===== src/rtl/stepper_move_arbiter.sv =====
// stepper_move_arbiter: shares one step/dir driver between requester A (jog) and B (encoder), round-robin.
// Latency: ack/busy/owner/dir one cycle after the req sample; first step rise with ack, or DIR_SETUP later on a dir change.
// Backpressure: no queueing; a req held while busy waits for IDLE, a req dropped before grant is lost.
//
// Optional feature macro: STEPPER_POS_TRACK_EN (adds signed 32-bit pos output and its counter).
// Ports:
//   CLOCK_50, rst_n             clock, asynchronous active-low reset
//   req_x/cnt_x/dir_x (x=a,b)   level move request, step count, direction (1 = CW)
//   ack_x/done_x                one-cycle accept / finish pulses to each requester
//   abort, aborted              cut the active move short at a pulse boundary; aborted qualifies done
//   busy, owner                 move in progress (grant..done inclusive), 0 = A / 1 = B
//   dir, step                   registered driver pins
//   pos                         signed step position (STEPPER_POS_TRACK_EN only)
module stepper_move_arbiter #(
  parameter int PULSE_LENGTH = 2500,
  parameter int DIR_SETUP    = 250,
  parameter int CNT_W        = 16
) (
  input  logic             CLOCK_50,
  input  logic             rst_n,
  input  logic             req_a,
  input  logic [CNT_W-1:0] cnt_a,
  input  logic             dir_a,
  input  logic             req_b,
  input  logic [CNT_W-1:0] cnt_b,
  input  logic             dir_b,
  output logic             ack_a,
  output logic             ack_b,
  output logic             done_a,
  output logic             done_b,
  input  logic             abort,
  output logic             aborted,
  output logic             busy,
  output logic             owner,
  output logic             dir,
  output logic             step
`ifdef STEPPER_POS_TRACK_EN
  ,
  output logic signed [31:0] pos
`endif
);

  localparam int SEG_MAX = (PULSE_LENGTH > DIR_SETUP) ? PULSE_LENGTH : DIR_SETUP;
  localparam int SEG_W   = (SEG_MAX > 1) ? $clog2(SEG_MAX) : 1;

  typedef enum logic [2:0] {
    S_IDLE,
    S_SETUP,
    S_HIGH,
    S_LOW,
    S_DONE
  } state_t;

  state_t           state, state_nxt;
  logic [SEG_W-1:0] seg_cnt, seg_nxt;
  logic [CNT_W-1:0] rem, rem_nxt;
  logic             abort_pend, abort_pend_nxt;
  logic             zero_pend, zero_pend_nxt;
  logic             last_b, last_b_nxt;
  logic             owner_nxt, dir_nxt, busy_nxt, step_nxt;
  logic             ack_a_nxt, ack_b_nxt, done_nxt, aborted_nxt;

  // Grant selection: a lone request wins; on a tie the side not granted last wins.
  logic             pick_b;
  logic [CNT_W-1:0] mv_cnt;
  logic             mv_dir;

  assign pick_b = req_b & (~req_a | ~last_b);
  assign mv_cnt = pick_b ? cnt_b : cnt_a;
  assign mv_dir = pick_b ? dir_b : dir_a;

  always_comb begin
    state_nxt      = state;
    seg_nxt        = seg_cnt;
    rem_nxt        = rem;
    abort_pend_nxt = abort_pend;
    zero_pend_nxt  = zero_pend;
    last_b_nxt     = last_b;
    owner_nxt      = owner;
    dir_nxt        = dir;
    busy_nxt       = busy;
    ack_a_nxt      = 1'b0;
    ack_b_nxt      = 1'b0;
    done_nxt       = 1'b0;
    aborted_nxt    = 1'b0;

    case (state)
      S_IDLE: begin
        if (req_a || req_b) begin
          owner_nxt      = pick_b;
          last_b_nxt     = pick_b;
          ack_a_nxt      = ~pick_b;
          ack_b_nxt      = pick_b;
          busy_nxt       = 1'b1;
          rem_nxt        = mv_cnt;
          seg_nxt        = '0;
          abort_pend_nxt = 1'b0;
          if (mv_cnt == '0) begin
            // Zero-count move: spend one extra DONE cycle so ack and done never coincide.
            state_nxt     = S_DONE;
            zero_pend_nxt = 1'b1;
          end else if (mv_dir != dir) begin
            dir_nxt   = mv_dir;
            state_nxt = S_SETUP;
          end else begin
            state_nxt = S_HIGH;
          end
        end
      end

      S_SETUP: begin
        if (abort) begin
          state_nxt   = S_DONE;
          done_nxt    = 1'b1;
          aborted_nxt = 1'b1;
        end else if (seg_cnt == SEG_W'(DIR_SETUP - 1)) begin
          seg_nxt   = '0;
          state_nxt = S_HIGH;
        end else begin
          seg_nxt = seg_cnt + 1'b1;
        end
      end

      S_HIGH: begin
        // A pulse is never truncated: remember the abort and act after the low segment.
        if (abort) abort_pend_nxt = 1'b1;
        if (seg_cnt == SEG_W'(PULSE_LENGTH - 1)) begin
          seg_nxt   = '0;
          state_nxt = S_LOW;
        end else begin
          seg_nxt = seg_cnt + 1'b1;
        end
      end

      S_LOW: begin
        if (abort) begin
          state_nxt   = S_DONE;
          done_nxt    = 1'b1;
          aborted_nxt = 1'b1;
        end else if (seg_cnt == SEG_W'(PULSE_LENGTH - 1)) begin
          seg_nxt = '0;
          // Test for the last step before decrementing so a full-scale count cannot wrap.
          if (abort_pend || rem == CNT_W'(1)) begin
            state_nxt   = S_DONE;
            done_nxt    = 1'b1;
            aborted_nxt = abort_pend;
          end else begin
            rem_nxt   = rem - CNT_W'(1);
            state_nxt = S_HIGH;
          end
        end else begin
          seg_nxt = seg_cnt + 1'b1;
        end
      end

      S_DONE: begin
        if (zero_pend) begin
          zero_pend_nxt = 1'b0;
          done_nxt      = 1'b1;
        end else begin
          busy_nxt  = 1'b0;
          state_nxt = S_IDLE;
        end
      end

      default: begin
        state_nxt = S_IDLE;
        busy_nxt  = 1'b0;
      end
    endcase
  end

  assign step_nxt = (state_nxt == S_HIGH);

  always_ff @(posedge CLOCK_50 or negedge rst_n) begin
    if (!rst_n) begin
      state      <= S_IDLE;
      seg_cnt    <= '0;
      rem        <= '0;
      abort_pend <= 1'b0;
      zero_pend  <= 1'b0;
      last_b     <= 1'b1;
      owner      <= 1'b0;
      dir        <= 1'b1;
      busy       <= 1'b0;
      step       <= 1'b0;
      ack_a      <= 1'b0;
      ack_b      <= 1'b0;
      done_a     <= 1'b0;
      done_b     <= 1'b0;
      aborted    <= 1'b0;
    end else begin
      state      <= state_nxt;
      seg_cnt    <= seg_nxt;
      rem        <= rem_nxt;
      abort_pend <= abort_pend_nxt;
      zero_pend  <= zero_pend_nxt;
      last_b     <= last_b_nxt;
      owner      <= owner_nxt;
      dir        <= dir_nxt;
      busy       <= busy_nxt;
      step       <= step_nxt;
      ack_a      <= ack_a_nxt;
      ack_b      <= ack_b_nxt;
      done_a     <= done_nxt & ~owner_nxt;
      done_b     <= done_nxt & owner_nxt;
      aborted    <= aborted_nxt;
    end
  end

`ifdef STEPPER_POS_TRACK_EN
  // Count on the edge where step rises, using the direction driven with it.
  always_ff @(posedge CLOCK_50 or negedge rst_n) begin
    if (!rst_n) begin
      pos <= '0;
    end else if (step_nxt && !step) begin
      pos <= pos + (dir_nxt ? 32'sd1 : -32'sd1);
    end
  end
`endif

endmodule


===== config.mk =====
export PLATFORM = sky130hd
export DESIGN_NAME = stepper_move_arbiter
export DESIGN_NICKNAME = d
export VERILOG_FILES = /design/src/rtl/stepper_move_arbiter.sv
export SDC_FILE = /design/constraint.sdc
export NUM_CORES = 1
export LEC_CHECK = 0
export ABC_AREA = 1
export BUFFER_PORTS_ARGS = -buffer_cell sky130_fd_sc_hd__buf_2
export CORE_ASPECT_RATIO = 0.7
export CORE_MARGIN = 2
export CORE_UTILIZATION = 56
export DETAILED_ROUTE_END_ITERATION = 8
export PLACE_DENSITY = 0.8
export SLEW_MARGIN = 20
export SYNTH_ARGS = -nofsm -noshare
export SYNTH_HDL_FRONTEND = slang
export SYNTH_SLANG_ARGS = --single-unit

===== constraint.sdc =====
create_clock -name CLOCK_50 -period 3.55 [get_ports CLOCK_50]
set_input_delay 0.8875 -clock CLOCK_50 [delete_from_list [all_inputs] [get_ports CLOCK_50]]
set_output_delay 0.8875 -clock CLOCK_50 [all_outputs]
set_load 0.02 [all_outputs]

Yosys cells after proc, flatten, opt, wreduce, memory -nomap -nowiden
Cells that the tools add are included.
{"block": "classes", "mul": 0, "n_shift": 0, "order_cmp": 0, "bitwise_logic": 10, "mux": 49, "n_addsub": 2, "n_reduce_logical": 16, "n_div": 0, "eq_ne": 17}
{"cell": "16-bit two-way mux", "n": 5}
{"cell": "12-bit two-way mux", "n": 5}
{"cell": "12-bit one-hot mux with 4 select lines", "n": 1}
{"cell": "16-bit one-hot mux with 2 select lines", "n": 1}
{"cell": "3-bit two-way mux", "n": 9}
{"cell": "1-bit two-way mux", "n": 21}
{"cell": "16-bit by 1-bit == test with 1-bit output, second input constant", "n": 1}
{"cell": "16-bit logical NOT", "n": 1}
{"cell": "2-bit != test, second input constant", "n": 8}
{"cell": "16-bit by 1-bit subtractor with 16-bit output, second input constant", "n": 1}
{"cell": "3-bit one-hot mux with 5 select lines", "n": 1}
{"cell": "12-bit by 1-bit adder with 12-bit output, second input constant", "n": 1}
{"cell": "12-bit == test, second input constant", "n": 1}
{"cell": "12-bit by 8-bit == test with 1-bit output, second input constant", "n": 1}
{"cell": "3-bit by 2-bit == test with 1-bit output, second input constant", "n": 3}
{"cell": "3-bit AND reduction", "n": 3}
{"cell": "4-bit AND reduction", "n": 2}
{"cell": "1-bit NOT", "n": 6}
{"cell": "1-bit one-hot mux with 2 select lines", "n": 3}
{"cell": "1-bit one-hot mux with 3 select lines", "n": 2}
{"cell": "2-bit nonzero test", "n": 3}
{"cell": "5-bit AND reduction", "n": 1}
{"cell": "4-bit nonzero test", "n": 1}
{"cell": "1-bit AND", "n": 3}
{"cell": "other kinds (9)", "n": 10}
{"block": "totals", "ff_bits": 43, "romBits": 0, "mem_count": 0, "latchBits": 0, "mem_bits_rw": 0, "inputBits": 39}

Depth between registers and ports, before layout
Gate-level depths: netlist (run 1).
{"block": "logic_depth", "ltp_word": 10, "depth_mapped": 13}

Least setup slack after synthesis (run 1)
No wires, ideal clock.
{"block": "synth_timing", "path_kind": "input-to-reg", "start": "in req_b", "end": "reg step", "setup_slack_ns": 1.560, "setup_time_ns": 0.121, "path_stages": 10, "t_arrival_ns": 1.869, "t_required_ns": 3.429, "cell_sequence": "buf_6 buf_2 nand3_1 nand2_1 nor2_1 nand2_1 nor2_1 nand2_2 a21oi_1 nor2_1"}
{"block": "synth_between", "elab_chain_cells": 8}
{"item": "start, declared", "line": "24", "rtl": "input logic req_b,"}
{"item": "1-bit AND", "line": "68", "rtl": "assign pick_b = req_b & (~req_a | ~last_b);"}
{"item": "1-bit two-way mux", "line": "70", "rtl": "assign mv_dir = pick_b ? dir_b : dir_a;"}
{"item": "1-bit != test", "line": "102", "rtl": "end else if (mv_dir != dir) begin"}
{"item": "2-bit two-way mux", "line": "102"}
{"item": "3-bit two-way mux", "line": "98", "rtl": "if (mv_cnt == '0) begin"}
{"item": "3-bit two-way mux *", "line": "89", "rtl": "if (req_a || req_b) begin"}
{"item": "3-bit one-hot mux with 5 select lines *", "line": "87", "rtl": "case (state)"}
{"item": "3-bit by 2-bit == test with 1-bit output *", "line": "173", "rtl": "assign step_nxt = (state_nxt == S_HIGH);"}
{"item": "named net step_nxt", "line": "60", "rtl": "logic owner_nxt, dir_nxt, busy_nxt, step_nxt;"}
{"item": "end signal, assigned", "line": "202", "rtl": "step <= step_nxt;"}
{"item": "end, declared", "line": "36", "rtl": "output logic step"}
The timed path passes the listed nets; every way through them passes the cells marked *.
A chain may end at the register's enable or synchronous reset.

Worst setup path in the final report (run 1)
{"block": "layout_timing", "start": "reg state[2]", "end": "reg rem[3]"}
{"block": "layout_between", "elab_chain_cells": 3}
{"item": "start, declared", "line": "54", "rtl": "state_t state, state_nxt;"}
{"item": "start signal, assigned", "line": "193", "rtl": "state <= state_nxt;"}
{"item": "3-bit by 2-bit == test with 1-bit output / 3-bit logical NOT (equally long branches)", "line": "87"}
{"item": "2-bit != test (no source line) / 2-bit nonzero test (equally long branches)"}
{"item": "5-bit AND reduction (no source line)"}
{"item": "end signal, assigned", "line": "195", "rtl": "rem <= rem_nxt;"}
{"item": "end, declared", "line": "56", "rtl": "logic [CNT_W-1:0] rem, rem_nxt;"}
Several ways; a longest one is shown, not always the timed one.

==> metrics.txt, run 1 <==
final hold violations 0; DP HPWL 5680 um; CP Class flop to flop; Avg Cell Area, Syn 6.83 um2; Post-CTS Setup Bufs 0; router iterations before antenna repair 5; first-pass GRT wire length 13,000 um; post-layout power 2.56 mW; clk root buf clkbuf_8; Non-Filler Instances 564; initial antenna violation count 0; top cells by count, synth nand2_1, nor2_1, dfrtp_1; Gate Count Post-Synth 449; Core Region 0.00526 mm2; pre-CTS setup slack 1.10 ns; top-count cell post-synth nand2_1; Die ar. 0.00609 mm2; setup ws final 1.37 ns; layout cells sized above 1 0.203; Crit. End Element flop; number of global-route vias before repair 2,797; nets 534; Post-CTS Hold Fix Bufs 0; VDD IR max 512 uV; final wirelength 7630 um; #FFs+latches synth 43; HP Class input pin to asynchronous set/reset pin; Synth Cell Area 0.00307 mm2; placer's final routability congestion estimate 0.964; drt wl/cell 13.5 um; post-CTS sizing 0; Post-synth EDFFs 0; DP Area 0.00327 mm2; Syn. warnings 0; crit path DAT 2.38 ns; Most flops, register rem; CTS Buffer Depth 2; Die W 92.4 um; final antenna-violating net count 0; Post-route DRC 0; Fmax achieved 0.458 GHz; dpl cells 555; # setup viols final 0; Synth top area share 0.335; leakage power 1.78 nW; total negative slack 0 ns; largest net degree at the start of global routing 44; max reg flops 16; row count 22; total number of vias 3,038; post-synthesis sequential area ratio 0.352; clk_skew 0.0105 ns; diodes inserted 0; max_cap viols 0; Area growth syn-to-layout 11.2%; CTS tree done; die height 65.9 um; critical path required time 3.74 ns; CTS H-tree lvls 2; Synth area leader dfrtp_1; pwr dens 752 mW/mm2; flop-to-flop setup slack 1.37 ns; GRT overflow 0; post-layout minimum cycle time 2.18 ns; # port buffers 47; unrepaired setup endpoints after global routing false; period utilisation layout 0.615; Max FO, Critical Path 26; clock slew at reported path FFs 0.09 ns; Yosys cell types 37; Async SR Flop Fraction 1.00; Worst Hold Slack 0.521 ns; ys flop type dfrtp_1; clock sink count 43; # IOs 48; Slew Viols, Final 0; top post-synthesis cells by area dfrtp_1, nand2_1, nor2_1, nand3_1, inv_1; R2R cell count 8; largest registers rem x16, seg_cnt x12, state x3; startpoint types flop; R2R Path End rem[3]$_DFFE_PN0P_; Mapped Nets 492; GRT Overall Usage 0.270; Slew headroom 0.684; Util after Layout 0.649; status finished clean; RR Startpoint state[2]$_DFF_PN0_; Worst-Margin Slew 0.474 ns; cts bufs inserted 5; starting density of the core 0.583; DR vias/cell 5.39; DR iter-0 viols 212; Clk Latency, worst-skew pair 0.30 ns; fin area 0.00341 mm2
==> logic make-up after synthesis <==
group	Yosys count	share of synthesized area
xor gates and xnor gates	12	0.0343
and+or+nand+nor	283	0.410
AOI/OAI and AO/OA	50	0.0935
adders and majority gates	4	0.0163
buffers and inverters	57	0.0943
DFF	43	0.352
==> worst max-delay path by stage <==
stage                  startpoint                  end  slack, ns  cells past startpoint
6_report       state[2]$_DFF_PN0_   rem[3]$_DFFE_PN0P_       1.37                      8
5_1_grt        state[2]$_DFF_PN0_  rem[10]$_DFFE_PN0P_       1.13                      8
4_1_cts                     req_b   state[1]$_DFF_PN0_       1.42                     10
3_5_place_dp                req_b   state[1]$_DFF_PN0_       1.10                     10
3_3_place_gp                req_b       step$_DFF_PN0_       1.15                     10
2_1_floorplan               req_b       step$_DFF_PN0_       1.56                     10
==> power breakdown <==
group / internal [mW] / switching, mW / total, mW
clock network: 0.228 / 0.182 / 0.410
logic: 0.418 / 0.909 / 1.33
registers: 0.672 / 0.153 / 0.826
==> layout by cell type (no fill, tap or decap), types with 11 or more instances in the layout <==
cell,netlist,routed
nor2_1,60,60
a21oi_1,13,13
inv_1,34,34
o21ai_0,14,14
xor2_1,11,11
nand2_1,149,149
nand3_1,33,33
nand2_2,12,12
dfrtp_1,41,41
buf_2,4,47
==> per-layer routing <==
layer  global-route usage  vias to the layer above  part of all wire
li1                     -                     1509                 -
met1                0.415                     1403              0.51
met2                0.395                      118              0.41
met3               0.0536                        8             0.072
met4               0.0522                        0            0.0059
met5                    0                        -                 0
==> worst max-delay path, cell delays in order (launching register included) <==
cell and delay (ns):
dfrtp_1 0.44, inv_2 0.14, nand3_2 0.39, inv_2 0.47, nand2_1 0.15, nand4_4 0.15
inv_4 0.15, nand2_1 0.10, o21ai_1 0.07
==> final cells by class <==
type / instances / area [um2]
tap: 72 / 90.1
timing repair buffer: 48 / 255
fill: 459 / 1850
clock buffer: 6 / 82.6
clock inverter: 2 / 35.0
inverter: 44 / 170
multi-input combinational: 349 / 1700
sequential: 43 / 1080
Note: power is estimated with default switching activity, not from simulation.
==> run 2: changes to the inputs <==
--- a/config.mk
+++ b/config.mk
@@ -5,13 +5,13 @@
 export SDC_FILE = /design/constraint.sdc
 export NUM_CORES = 1
 export LEC_CHECK = 0
-export ABC_AREA = 1
+export ABC_AREA = 0
 export BUFFER_PORTS_ARGS = -buffer_cell sky130_fd_sc_hd__buf_2
 export CORE_ASPECT_RATIO = 0.7
 export CORE_MARGIN = 2
-export CORE_UTILIZATION = 56
+export CORE_UTILIZATION = 51
 export DETAILED_ROUTE_END_ITERATION = 8
-export PLACE_DENSITY = 0.8
+export PLACE_DENSITY = 0.77
 export SLEW_MARGIN = 20
 export SYNTH_ARGS = -nofsm -noshare
 export SYNTH_HDL_FRONTEND = slang
==> constraint.sdc (replaced) <==
create_clock -name CLOCK_50 -period 2 [get_ports CLOCK_50]
set_input_delay 0.5 -clock CLOCK_50 [delete_from_list [all_inputs] [get_ports CLOCK_50]]
set_output_delay 0.5 -clock CLOCK_50 [all_outputs]
set_load 0.02 [all_outputs]
==> metrics.txt, run 2 <==
final antenna-violating net count 0 (unchanged); Core Region 0.00531 mm2 (was 0.00526 mm2); simple-gate portion of the synthesized area 0.310 (was 0.410); status finished clean (unchanged); Gate Count Post-Synth 341 (was 449); pre-CTS setup slack -0.0618 ns (was 1.10 ns); Slew headroom 0.643 (was 0.684); R2R Path End step$_DFF_PN0_ (was rem[3]$_DFFE_PN0P_); Clk Latency, worst-skew pair 0.31 ns (was 0.30 ns); Yosys cell types 65 (was 37); post-layout minimum cycle time 1.94 ns (was 2.18 ns); flop-to-flop setup slack 0.06 ns (was 1.37 ns); row count 22 (unchanged); DP HPWL 6380 um (was 5680 um); DR vias/cell 6.29 (was 5.39); Synth area leader dfrtp_1 (unchanged); Util after Layout 0.688 (was 0.649); Post-route DRC 0 (unchanged); DR iter-0 viols 332 (was 212); critical path required time 2.18 ns (was 3.74 ns); top post-synthesis cells by area dfrtp_1, nand2_1, nor2_1, nand3_1, a21oi_1 (was dfrtp_1, nand2_1, nor2_1, nand3_1, inv_1); RR Startpoint rem[10]$_DFFE_PN0P_ (was state[2]$_DFF_PN0_); CTS tree done (unchanged); clk root buf clkbuf_8 (unchanged); Crit. End Element flop (unchanged); Synth top area share 0.361 (was 0.335); fin area 0.00366 mm2 (was 0.00341 mm2); ys flop type dfrtp_1 (unchanged); HP Class input pin to asynchronous set/reset pin (unchanged); DP Area 0.00338 mm2 (was 0.00327 mm2); clk_skew 0.00735 ns (was 0.0105 ns); mux contribution to synthesized area 0.0211 (was 0); layout cells sized above 1 0.325 (was 0.203); starting density of the core 0.535 (was 0.583); Area growth syn-to-layout 28.6% (was 11.2%); # IOs 48 (unchanged); clock slew at reported path FFs 0.09 ns (about the same); largest net degree at the start of global routing 21 (was 44); Post-synth EDFFs 0 (unchanged); commonest non-fill, non-tap cell in the layout buf_2 (was nand2_1); Die ar. 0.00620 mm2 (was 0.00609 mm2); cts bufs inserted 5 (unchanged); router iterations before antenna repair 5 (unchanged); Fmax achieved 0.515 GHz (was 0.458 GHz); CTS H-tree lvls 2 (unchanged); startpoint types flop (unchanged); period utilisation layout 0.970 (was 0.615); # setup viols final 0 (unchanged); leakage power 1.58 nW (was 1.78 nW); Avg Cell Area, Syn 8.34 um2 (was 6.83 um2); Slew Viols, Final 0 (unchanged); setup ws final 0.0599 ns (was 1.37 ns); first-pass GRT wire length 13,800 um (was 13,000 um); top cells by count, synth nand2_1, dfrtp_1, nor2_1 (was nand2_1, nor2_1, dfrtp_1); Worst-Margin Slew 0.534 ns (was 0.474 ns); Non-Filler Instances 491 (was 564); largest family of logic cells by synthesized area simple AND/OR/NAND/NOR gates (unchanged); final wirelength 8670 um (was 7630 um); number of global-route vias before repair 2,795 (was 2,797); most frequent cells in the layout buf_2, nand2_1, buf_4 (was nand2_1, nor2_1, buf_2); adder-cell area share of the yosys netlist 0.0176 (was 0.0163); #FFs+latches synth 43 (unchanged); initial antenna violation count 0 (unchanged); max reg flops 16 (unchanged); total number of vias 3,088 (was 3,038); CTS Buffer Depth 2 (unchanged); Die W 93.3 um (was 92.4 um); XOR/XNOR Fraction of Synth Area 0.00308 (was 0.0343); max_cap viols 0 (unchanged); post-synthesis sequential area ratio 0.379 (was 0.352); Syn. warnings 0 (unchanged); Async SR Flop Fraction 1.00 (unchanged); crit path DAT 2.12 ns (was 2.38 ns); largest registers rem x16, seg_cnt x12, state x3 (unchanged); R2R cell count 5 (was 8); total negative slack 0 ns (unchanged); final hold violations 0 (unchanged); placer's final routability congestion estimate 0.906 (was 0.964); die height 66.5 um (was 65.9 um); Most flops, register rem (unchanged); # port buffers 47 (unchanged); GRT overflow 0 (unchanged); drt wl/cell 17.7 um (was 13.5 um); GRT Overall Usage 0.287 (was 0.270); dpl cells 479 (was 555); pwr dens 1200 mW/mm2 (was 752 mW/mm2); Mapped Nets 384 (was 492); unrepaired setup endpoints after global routing true (was false); VDD IR max 855 uV (was 512 uV); top-count cell post-synth nand2_1 (unchanged); clock sink count 43 (unchanged); CP Class flop to flop (unchanged); Max FO, Critical Path 3 (was 26); Synth Cell Area 0.00284 mm2 (was 0.00307 mm2); Compound-Gate Fraction of Synth Area 0.228 (was 0.0935); diodes inserted 0 (unchanged); nets 461 (was 534)
==> run 2: worst max-delay path: stages, from the launching register on <==
cell,delay (ns)
dfrtp_1,0.40
or4_4,0.58
nor3_2,0.17
a41oi_1,0.18
a221o_1,0.34
nor2b_1,0.14
==> run 2: where the power goes <==
part,switching [mW],total (mW),internal [mW]
clock,0.321,0.693,0.372
combinational,1.26,2.22,0.956
sequential,0.318,1.49,1.17
total,1.90,4.40,2.50
==> run 2: metrics by stage <==
step           hold slack [ns]  total power [mW]
6_report                0.0752              4.40
5_1_grt                 0.0859              4.66
4_1_cts                 0.0842              4.21
3_5_place_dp             0.414              3.51
3_3_place_gp             0.411              3.43
2_1_floorplan            0.204              2.72
==> run 2: final cells by class <==
class	count	area, um2
Inverter	6	22.5
Clock buffer	5	68.8
Multi-Input combinational cell	273	1790
Timing Repair Buffer	89	563
Sequential cell	43	1080
Clock inverter	3	43.8
Fill cell	416	1660
Tap cell	72	90.1
==> run 2: per-layer routing <==
| layer | track usage | up-vias | share of wire |
|---|---|---|---|
| li1 | - | 1433 | - |
| met1 | 0.446 | 1474 | 0.47 |
| met2 | 0.406 | 168 | 0.42 |
| met3 | 0.0509 | 13 | 0.093 |
| met4 | 0.0790 | 0 | 0.012 |
| met5 | 0 | - | 0 |
==> run 2: kinds of logic after synthesis <==
| group | Yosys count |
|---|---|
| buffers and inverters | 26 |
| and+or+nand+nor | 172 |
| adders and majority gates | 4 |
| xor gates and xnor gates | 1 |
| DFF | 43 |
| muxes | 6 |
| AOI/OAI and AO/OA | 89 |
==> run 2: what timing repair did <==
action	CTS	global route
hold buffers	0	0
pin swaps	1	2
setup buffers	1	2
cloned	0	1
gates resized for setup	3	28
endpoints found under the setup margin	16	30
==> run 2: worst max-delay path by stage <==
stage / startpoint / endpoint / slack [ns] / cells past startpoint
after CTS: seg_cnt[1]$_DFFE_PN0P_ / seg_cnt[4]$_DFFE_PN0P_ / 0.0005 / 7
after global routing: rem[2]$_DFFE_PN0P_ / rem[9]$_DFFE_PN0P_ / -0.10 / 6
after floorplan: req_b / rem[14]$_DFFE_PN0P_ / 0.008 / 8
after global placement: cnt_a[11] / step$_DFF_PN0_ / -0.08 / 6
final: rem[10]$_DFFE_PN0P_ / step$_DFF_PN0_ / 0.06 / 5
after detailed placement: abort / rem[12]$_DFFE_PN0P_ / -0.06 / 6
==> run 3: changes to the inputs <==
--- a/config.mk
+++ b/config.mk
@@ -6,11 +6,12 @@
 export NUM_CORES = 1
 export LEC_CHECK = 0
 export ABC_AREA = 0
-export BUFFER_PORTS_ARGS = -buffer_cell sky130_fd_sc_hd__buf_2
+export BUFFER_PORTS_ARGS = -buffer_cell sky130_fd_sc_hd__buf_4
 export CORE_ASPECT_RATIO = 0.7
 export CORE_MARGIN = 2
 export CORE_UTILIZATION = 51
 export DETAILED_ROUTE_END_ITERATION = 8
+export HOLD_SLACK_MARGIN = 0.12
 export PLACE_DENSITY = 0.77
 export SLEW_MARGIN = 20
 export SYNTH_ARGS = -nofsm -noshare
==> metrics.txt, run 3 (synthesis gave the netlist of run 2 again) <==
GRT overflow 0 (unchanged); total number of vias 3,095 (was 3,088); crit path cell chain ha_2 > nor3b_4 > and4b_2 > o32ai_4 > nand2_2 > buf_4 > o2bb2ai_1 (was or4_4 > nor3_2 > a41oi_1 > a221o_1 > nor2b_1); Slew Viols, Final 0 (unchanged); Comb power frac 0.538 (was 0.504); Die ar. 0.00620 mm2 (unchanged); largest net degree at the start of global routing 44 (was 21); DR vias/cell 6.29 (about the same); leakage power 1.61 nW (was 1.58 nW); final hold violations 0 (unchanged); cts bufs inserted 5 (unchanged); diodes inserted 0 (unchanged); CTS Buffer Depth 2 (unchanged); HP Class input pin to asynchronous set/reset pin (unchanged); most frequent cells in the layout buf_4, nand2_1, nor2_1, dfrtp_1, nand3_1 (was buf_2, nand2_1, buf_4); initial antenna violation count 1 (was 0); placer's final routability congestion estimate 0.881 (was 0.906); fin area 0.00377 mm2 (was 0.00366 mm2); Fmax achieved 0.490 GHz (was 0.515 GHz); DR iter-0 viols 377 (was 332); # setup viols final 3 (was 0); DP HPWL 6140 um (was 6380 um); startpoint types flop (unchanged); VDD IR max 797 uV (was 855 uV); GRT Overall Usage 0.285 (was 0.287); period utilisation layout 1.02 (was 0.970); Util after Layout 0.710 (was 0.688); Core Region 0.00531 mm2 (unchanged); Seq pwr share 0.330 (was 0.339); post-layout power 4.47 mW (was 4.40 mW); crit path DAT 2.27 ns (was 2.12 ns); Crit. End Element flop (unchanged); max_cap viols 0 (unchanged); Worst-Margin Slew 0.579 ns (was 0.534 ns); Power Internal 2.55 mW (was 2.50 mW); critical path buffer and inverter count 1 (was 0); R2R Path End seg_cnt[6]$_DFFE_PN0P_ (was step$_DFF_PN0_); clk root buf clkbuf_8 (unchanged); pwr dens 1180 mW/mm2 (was 1200 mW/mm2); post-layout minimum cycle time 2.04 ns (was 1.94 ns); clk_skew 0.0141 ns (was 0.00735 ns); Slew headroom 0.613 (was 0.643); router iterations before antenna repair 5 (unchanged); # IOs 48 (unchanged); RR Startpoint seg_cnt[0]$_DFFE_PN0P_ (was rem[10]$_DFFE_PN0P_); Sw Share 0.430 (was 0.432); slowest stage cell, crit path dfrtp_2 (was or4_4); nets 462 (was 461); Area growth syn-to-layout 32.7% (was 28.6%); R2R cell count 7 (was 5); drt wl/cell 18.1 um (was 17.7 um); final wirelength 8920 um (was 8670 um); CTS H-tree lvls 2 (unchanged); commonest non-fill, non-tap cell in the layout buf_4 (was buf_2); setup ws final -0.0393 ns (was 0.0599 ns); status complete, but fails checks (was finished clean); Most flops, register rem (unchanged); clock sink count 43 (unchanged); clock slew at reported path FFs 0.09 ns (about the same); first-pass GRT wire length 13,700 um (was 13,800 um); row count 22 (unchanged); Die W 93.3 um (unchanged); starting density of the core 0.535 (unchanged); Post-route DRC 0 (unchanged); unrepaired setup endpoints after global routing true (unchanged); failing checks negative setup slack; # port buffers 47 (unchanged); flop-to-flop setup slack -0.04 ns (was 0.06 ns); Max FO, Critical Path 5 (was 3); largest registers rem x16, seg_cnt x12, state x3 (unchanged); final antenna-violating net count 0 (unchanged); DP Area 0.00348 mm2 (was 0.00338 mm2); critical path required time 2.23 ns (was 2.18 ns); peak per-stage delay on the critical path 0.45 ns (was 0.58 ns); layout cells sized above 1 0.319 (was 0.325); sw power 1.92 mW (was 1.90 mW); Post-CTS Hold Fix Bufs 0 (unchanged); CTS tree done (unchanged); die height 66.5 um (unchanged); number of global-route vias before repair 2,765 (was 2,795); Clk Latency, worst-skew pair 0.31 ns (about the same); max reg flops 16 (unchanged); Top delay family on crit path simple AND/OR/NAND/NOR gates (unchanged); CP Class flop to flop (unchanged); clock share of power 0.133 (was 0.158)
-- run 3: power by group through the flow --
stage / registers, mW / logic (mW) / clock network (mW)
after global placement: 1.44 / 2.09 / 0
final: 1.47 / 2.40 / 0.592
after detailed placement: 1.44 / 2.13 / 0
after floorplan: 1.49 / 1.23 / 0
after CTS: 1.45 / 2.15 / 0.592
after global routing: 1.51 / 2.59 / 0.621
-- run 3: metrics by stage --
step	hold slack, ns	setup slack, ns	TNS, ns	instances
floorplan	0.204	0.00763	0	341
global placement	0.460	-0.0210	-0.0763	477
detailed placement	0.461	-0.0753	-0.346	477
CTS	0.200	-0.0309	-0.0795	487
global route	0.224	-0.0926	-0.595	492
finish	0.185	-0.0393	-0.0596	492
-- run 3: timing repair --
action / 4_1_cts / 5_1_grt
gates resized for setup: 3 / 31
setup endpoints to repair: 11 / 25
gates cloned: 0 / 1
buffers inserted: 2 / 4
pin swaps: 2 / 9
-- run 3: worst max-delay path by stage --
stage | from | end | slack, ns | cells past startpoint
3_5_place_dp | seg_cnt[0]$_DFFE_PN0P_ | seg_cnt[9]$_DFFE_PN0P_ | -0.08 | 6
6_report | seg_cnt[0]$_DFFE_PN0P_ | seg_cnt[6]$_DFFE_PN0P_ | -0.04 | 7
3_3_place_gp | rem[10]$_DFFE_PN0P_ | rem[2]$_DFFE_PN0P_ | -0.02 | 6
5_1_grt | seg_cnt[1]$_DFFE_PN0P_ | seg_cnt[6]$_DFFE_PN0P_ | -0.09 | 8
4_1_cts | seg_cnt[0]$_DFFE_PN0P_ | seg_cnt[9]$_DFFE_PN0P_ | -0.03 | 6
2_1_floorplan | req_b | rem[14]$_DFFE_PN0P_ | 0.008 | 8
-- run 3: layout make-up --
| cell class | instances | area [um2] |
|---|---|---|
| multi-input combinational | 273 | 1790 |
| inverter | 6 | 22.5 |
| timing repair buffer | 90 | 699 |
| clock inverter | 1 | 5.00 |
| clock buffer | 7 | 86.3 |
| sequential | 43 | 1080 |
| fill | 424 | 1540 |
| tap | 72 | 90.1 |
-- run 3: per-layer routing --
metal	wire length, um	GRT usage	share of wire
met3	928	0.0769	0.10
met4	150	0.0864	0.017
met2	3820	0.398	0.43
met1	4030	0.427	0.45
met5	0	0	0
-- run 3: worst reg2reg max path, stage by stage (launching register included) --
cell	delay, ns
dfrtp_2	0.45
ha_2	0.20
nor3b_4	0.14
and4b_2	0.26
o32ai_4	0.41
nand2_2	0.19
buf_4	0.17
o2bb2ai_1	0.15
